$ cat src/rtl/serial_frame_receiver.sv
// Serial frame receiver: after the start detector's edge, shifts in an MSB-first
// payload plus optional even parity and offers it on a valid/ready port.
module serial_frame_receiver #(
    parameter int DATA_W    = 8,
    parameter int PARITY_EN = 1,
    parameter int CNT_W     = 8
) (
    input  logic              clk,
    input  logic              rst,
    input  logic              i_data,
    input  logic              i_start_in,
    input  logic              i_out_ready,
    output logic              o_out_valid,
    output logic [DATA_W-1:0] o_out_data,
    output logic              o_parity_err,
    output logic              o_det_clear,
    output logic              o_busy,
    output logic [CNT_W-1:0]  o_frame_cnt
);

    localparam int BC_W = $clog2(DATA_W + 1);
    localparam logic [BC_W-1:0] BC_FULL = BC_W'(DATA_W);
    localparam logic [BC_W-1:0] BC_LAST = BC_W'(DATA_W - 1);

    typedef enum logic [1:0] {
        S_IDLE   = 2'd0,
        S_SHIFT  = 2'd1,
        S_PARITY = 2'd2,
        S_DONE   = 2'd3
    } state_t;

    state_t              r_state;
    state_t              w_state_nxt;
    logic                r_start_q;
    logic [DATA_W-1:0]   r_sr;
    logic [BC_W-1:0]     r_bit_cnt;
    logic                r_parity_err;
    logic                r_det_clear;
    logic [CNT_W-1:0]    r_frame_cnt;

    logic                w_start_edge;
    logic                w_load;
    logic                w_shift;
    logic                w_par_sample;
    logic                w_accept;

    assign w_start_edge = i_start_in & ~r_start_q;

    always_comb begin
        w_state_nxt  = r_state;
        w_load       = 1'b0;
        w_shift      = 1'b0;
        w_par_sample = 1'b0;
        w_accept     = 1'b0;
        case (r_state)
            S_IDLE: begin
                if (w_start_edge) begin
                    w_load      = 1'b1;
                    w_state_nxt = S_SHIFT;
                end
            end
            S_SHIFT: begin
                // Without parity the DONE transition takes one extra edge once the
                // counter is full, keeping valid at first-bit edge + DATA_W.
                if (r_bit_cnt != BC_FULL) begin
                    w_shift = 1'b1;
                    if ((PARITY_EN != 0) && (r_bit_cnt == BC_LAST))
                        w_state_nxt = S_PARITY;
                end else begin
                    w_state_nxt = S_DONE;
                end
            end
            S_PARITY: begin
                w_par_sample = 1'b1;
                w_state_nxt  = S_DONE;
            end
            S_DONE: begin
                if (i_out_ready) begin
                    w_accept    = 1'b1;
                    w_state_nxt = S_IDLE;
                end
            end
            default: w_state_nxt = S_IDLE;
        endcase
    end

    always_ff @(posedge clk) begin
        if (rst) begin
            r_state      <= S_IDLE;
            r_start_q    <= 1'b0;
            r_sr         <= '0;
            r_bit_cnt    <= '0;
            r_parity_err <= 1'b0;
            r_det_clear  <= 1'b0;
            r_frame_cnt  <= '0;
        end else begin
            r_state     <= w_state_nxt;
            r_start_q   <= i_start_in;
            r_det_clear <= w_accept;
            if (w_load) begin
                r_sr         <= {r_sr[DATA_W-2:0], i_data};
                r_bit_cnt    <= BC_W'(1);
                r_parity_err <= 1'b0;
            end else if (w_shift) begin
                r_sr      <= {r_sr[DATA_W-2:0], i_data};
                r_bit_cnt <= r_bit_cnt + BC_W'(1);
            end
            if (w_par_sample)
                r_parity_err <= (PARITY_EN != 0) & (^r_sr ^ i_data);
            if (w_accept)
                r_frame_cnt <= r_frame_cnt + CNT_W'(1);
        end
    end

    assign o_out_valid  = (r_state == S_DONE);
    assign o_out_data   = r_sr;
    assign o_parity_err = r_parity_err;
    assign o_det_clear  = r_det_clear;
    assign o_busy       = (r_state == S_SHIFT) || (r_state == S_PARITY);
    assign o_frame_cnt  = r_frame_cnt;

endmodule
$ cat config.mk
export PLATFORM = sky130hd
export DESIGN_NAME = serial_frame_receiver
export DESIGN_NICKNAME = d
export VERILOG_FILES = /design/src/rtl/serial_frame_receiver.sv
export SDC_FILE = /design/constraint.sdc
export NUM_CORES = 1
export LEC_CHECK = 0
export CORE_AREA = 3 3 54 56
export DETAILED_ROUTE_END_ITERATION = 16
export DIE_AREA = 0 0 57 59
export GPL_TIMING_DRIVEN = 1
export PLACE_DENSITY = 0.81
export SLEW_MARGIN = 20
export SYNTH_ARGS = -nofsm -noshare
export SYNTH_HDL_FRONTEND = slang
export SYNTH_SLANG_ARGS = --single-unit
$ cat constraint.sdc
create_clock -name clk -period 2.1 [get_ports clk]
set_input_delay 0.42 -clock clk [delete_from_list [all_inputs] [get_ports clk]]
set_output_delay 0.42 -clock clk [all_outputs]
set_load 0.01 [all_outputs]
# Yosys cells after proc, flatten, opt, wreduce, memory -nomap -nowiden
# Cells that the tools add are included.
[classes]
n_reduce_logical = 7
n_div = 0
add_sub_neg = 2
multipliers = 0
shifts = 0
n_lt_le_gt_ge = 0
n_eq_ne = 8
bitwise_logic = 3
muxes = 18
[ops]
columns = ["operator", "n"]
rows = [
  ["8-bit two-way mux", 2],
  ["1-bit two-way mux", 11],
  ["8-bit by 1-bit adder with 8-bit output (second input constant)", 1],
  ["2-bit two-way mux", 4],
  ["2-bit case mux with 4 select lines", 1],
  ["8-bit parity", 1],
  ["4-bit by 1-bit adder with 4-bit output (second input constant)", 1],
  ["2-bit == test (second input constant)", 2],
  ["4-bit by 3-bit == test with 1-bit output (second input constant)", 1],
  ["2-bit != test (second input constant)", 2],
  ["4-bit != test (second input constant)", 1],
  ["2-bit nonzero test", 2],
  ["3-bit != test (second input constant)", 1],
  ["3-bit AND reduction", 1],
  ["2-bit by 1-bit == test with 1-bit output (second input constant)", 1],
  ["2-bit logical NOT", 1],
  ["2-bit OR reduction", 1],
  ["1-bit bitwise AND", 1],
  ["1-bit logical OR", 1],
  ["1-bit inverter", 1],
  ["1-bit XOR", 1],
]
[word_totals]
mem_count = 0
word_cells = 46
reg_bits = 25
mem_bits_ro = 0
latchBits = 0
ramBits = 0
in_bits = 5

# Depth between registers and ports, before layout
[logic_depth]
ltp_word = 6
mapped_depth = 7
mapped_depth_nobuf = 6

# Worst setup path before layout
# OpenSTA, ideal clock, no wires.
[synth_timing]
path_kind = "reg-to-reg"
from = "register r_state[0]"
to = "register r_sr[0], in the netlist o_out_data[0]"
required_ns = 1.972
setup_time_ns = 0.128
stages_incl_launch_ff = 7
synth_period_minus_slack_ns = 1.503
path_slack_ns = 0.597
arrival_ns = 1.375
n_path_buf = 0
path_cell_list = "dfxtp_1 -> inv_1 -> ha_1 -> and3b_1 -> a21oi_4 -> mux2i_1 -> nor2_1"
[synth_via]
elab_chain_cells = 3
word_cells_on_any_way = 6
cone_classes = "eq/ne: 1; mux: 3; reduce/logical: 2"
[synth_rtl]
columns = ["element", "line_no", "source"]
rows = [
  ["start, declared", "32", "state_t r_state;"],
  ["start signal, assigned", "97", "r_state <= w_state_nxt;"],
  ["2-bit by 1-bit == test with 1-bit output / 2-bit logical NOT (equally long branches)", "55", "case (r_state)"],
  ["1-bit two-way mux", "55", ""],
  ["2-bit nonzero test (no line) / 8-bit two-way mux (equally long branches)", "--", ""],
  ["end signal, assigned", "101", "r_sr <= {r_sr[DATA_W-2:0], i_data};"],
  ["end signal, assigned", "105", "r_sr <= {r_sr[DATA_W-2:0], i_data};"],
  ["end, declared", "35", "logic [DATA_W-1:0] r_sr;"],
]
# Several ways; a longest one is shown, not always the timed one.
# A chain may end at the register's enable or synchronous reset.

# Final worst setup path
[layout_timing]
from = "register r_state[1]"
to = "output o_out_valid"
[layout_via]
elab_chain_cells = 1
[layout_rtl]
columns = ["element", "line_no", "source"]
rows = [
  ["2-bit == test", "115", "assign o_out_valid = (r_state == S_DONE);"],
  ["end, declared", "13", "output logic o_out_valid,"],
]
# Every way passes these cells.

==> impl_metrics.tcl <==
set metrics [dict create \
    outcome "finished, final reports clean" \
    synth.avg_cell_area_um2 9.31 \
    ys_seq_area_frac 0.417 \
    clockRootBuffer "clkbuf_4" \
    die_y_um 59 \
    critPathLaunchType "flip-flop" \
    hold_path_class "reg2reg" \
    fill_cells 224 \
    ant_nets 0 \
    grt_pass1_wl_um 3820 \
    synth_top_area_cell "dfxtp_1" \
    insertion_delay_ns 0.31 \
    setup_viol 0 \
    slowest_delay_ns 0.59 \
    dr_wl_met2_um 1140 \
    wl_met3_um 55 \
    gp_congestion 0.812 \
    ys_top_cells_by_area "dfxtp_1 (42%), ha_1 (7.3%), xnor2_1 (7.3%)" \
    synth_nets 141 \
    clock-sinks 25 \
    critPathKind "reg2out" \
    wl_met1_um 974 \
    ctsResizeCount 0 \
    ioPinCount 25 \
    grt_setup_unrepaired "no" \
    grt_pass1_vias 901 \
    slew_viol_final 0 \
    die_w_um 57 \
    dpl_worst_slack_ns 0.198 \
    row_count 18 \
    total_power_uw 1310 \
    drc 0 \
    tightest_slew_ns 0.358 \
    critPathRequiredTime_ns 1.68 \
    drive_gt1_frac 0.0833 \
    period_minus_slack_ns 1.98 \
    final_nets 169 \
    r2r_start "r_state[0]" \
    synth_top_family_by_area "simple AND/OR/NAND/NOR gates" \
    area_delta_synth_final_pct 26.1 \
    htree_levels 1 \
    ir_worst_vdd_uv 711 \
    numCtsBuffers 3 \
    cp.arrival_ns 1.56 \
    overflow 0 \
    wirelength_um 2190 \
    drt_first_pass_iters 5 \
    start_util 0.485 \
    ys_ff_latch 25 \
    fin_setup_tns_ns 0 \
    hpwl_um 1710 \
    avgRoutedWirePerCell_um 11.8 \
    utilization 0.612 \
    cts_hold_buffers 0 \
    synth_mux_area_frac 0.0667 \
    antenna_found_initial 0 \
    yosys.area_share.simple 0.200 \
    port_buffers 24 \
    synth_top_area_share 0.417 \
    globalRouteTotalUtil 0.144 \
    crit_slowest_cell "clkdlybuf4s50_1" \
    cts.reportedPaths.clkPinSlew_ns 0.14 \
    vias 937 \
    cts_tree "yes" \
    yosysWarnings 0 \
    synth_cell_types 28 \
    endpoint_kind "primary output" \
    synth_edf_count 0 \
    p_leak_uw 0.000597 \
    hold_path.startpoint "o_parity_err" \
    num_antenna_cells 0 \
    synth-main-ff-cell "dfxtp_1" \
    fmax_ghz 0.504 \
    whs_ns 0.494 \
    dr.max_layer_used "met4" \
    synth_cells 129 \
    syn-cell-area_mm2 0.00120 \
    synth_fa_ha_area_frac 0.0729 \
    synth_compound_gate_area_share 0.0990 \
    die_area_mm2 0.00336 \
    fin_skew_ns 0.0116 \
    clockBufferDepth 2 \
    crit_path_max_fanout 7 \
    cp-startpoint "r_state[1]" \
    synthArstFlopShare 0 \
    hold_viol_final 0 \
    synthXorXnorAreaFrac 0.114 \
    max-cap-violations 0 \
    drtIter0Drc 12 \
    pwr_density_cell_mw_per_mm2 864 \
    coreArea_mm2 0.00248 \
    grt_max_degree 15 \
    viasPerCell 5.04 \
    postCtsSetupBuffers 0 \
    min_period_over_period 0.944 \
    fin_ws_ns 0.118 \
    slew_headroom 0.759 \
    crit_chain "ha_1 > clkdlybuf4s50_1" \
]
## registers in the layout, indices dropped and copies added, names as in the netlist
signal        count
r_start_q         1
o_parity_err      1
o_out_data        8
r_bit_cnt         4
r_state           2
o_det_clear       1
o_frame_cnt       8
## report_power, final
group / switching (uW) / internal [uW] / total (uW) / leakage (uW)
Clock: 137 / 71.0 / 208 / 0.0000177
Combinational: 274 / 259 / 533 / 0.000376
Sequential: 44.6 / 524 / 569 / 0.000203
Total: 455 / 854 / 1310 / 0.000597
## layout make-up
type                            instances  area (um2)  share of cell area
Sequential cell                        25         503               0.332
Clock buffer                            3        22.5              0.0149
Timing Repair Buffer                   26         258               0.170
Multi-Input combinational cell         94         663               0.438
Clock inverter                          1        5.00             0.00330
Tap cell                               30        37.5              0.0248
Inverter                                7        26.3              0.0173
## final timing paths
path | end | cells after the start | slack (ns)
max | o_out_valid | 2 | 0.12
min | o_parity_err | 2 | 0.49
max reg2reg | o_out_data[2] | 6 | 0.44
min reg2reg | o_parity_err | 2 | 0.49
## layer usage
metal  global-route usage  vias to the layer above
li1                     -                      488
met1                0.182                      437
met3               0.0261                        2
met4               0.0497                        0
met5                    0                        -
met2                0.248                       10
## synth_stat cells (all sizes together), types with 3 or more instances
| cell | count |
|---|---|
| nor2 | 18 |
| a21oi | 9 |
| inv | 7 |
| dfxtp | 25 |
| xor2 | 3 |
| a21o | 3 |
| ha | 7 |
| xnor2 | 10 |
| mux2i | 8 |
| nand3 | 9 |
| clkbuf | 3 |
| nand2 | 8 |
## layout by cell type (no fill, tap or decap)
master           count
a211oi_1             1
a21o_1               3
a21oi_1              8
a21oi_4              1
and3b_1              1
buf_4                2
clkbuf_4             3
clkdlybuf4s50_1     23
clkinv_2             1
dfxtp_1             23
dfxtp_2              2
dlymetal6s2s_1       1
ha_1                 7
inv_1                7
mux2i_1              8
nand2_1              8
nand2b_1             1
nand3_1              9
nand3b_1             1
nand3b_4             1
nand4_1              2
nor2_1              18
nor2b_1              2
nor3_1               1
nor4_1               1
o21ai_0              2
o21ba_2              1
o31ai_2              1
or2_2                1
or3_1                2
xnor2_1             10
xnor3_1              1
xor2_1               3
## through the flow
| step | instances | instance area (um2) |
|---|---|---|
| floorplan | 129 | 1200 |
| global placement | 182 | 1480 |
| detailed placement | 182 | 1480 |
| CTS | 186 | 1510 |
| global route | 186 | 1520 |
| finish | 186 | 1520 |
## cell families after synthesis
kind of cell,after synthesis
buffers and inverters,10
adders and majority gates,7
muxes,8
AOI/OAI and AO/OA,17
xor gates and xnor gates,14
DFF,25
and+or+nand+nor,48
## critical path: cells and delay by family, from the launching register on
kind | cells | cell delay, ns
adder cells (fa/ha/maj) | 1 | 0.29
buffers and inverters | 1 | 0.59
flip-flops | 1 | 0.38
No activity file was read; power rests on OpenSTA's default activity.
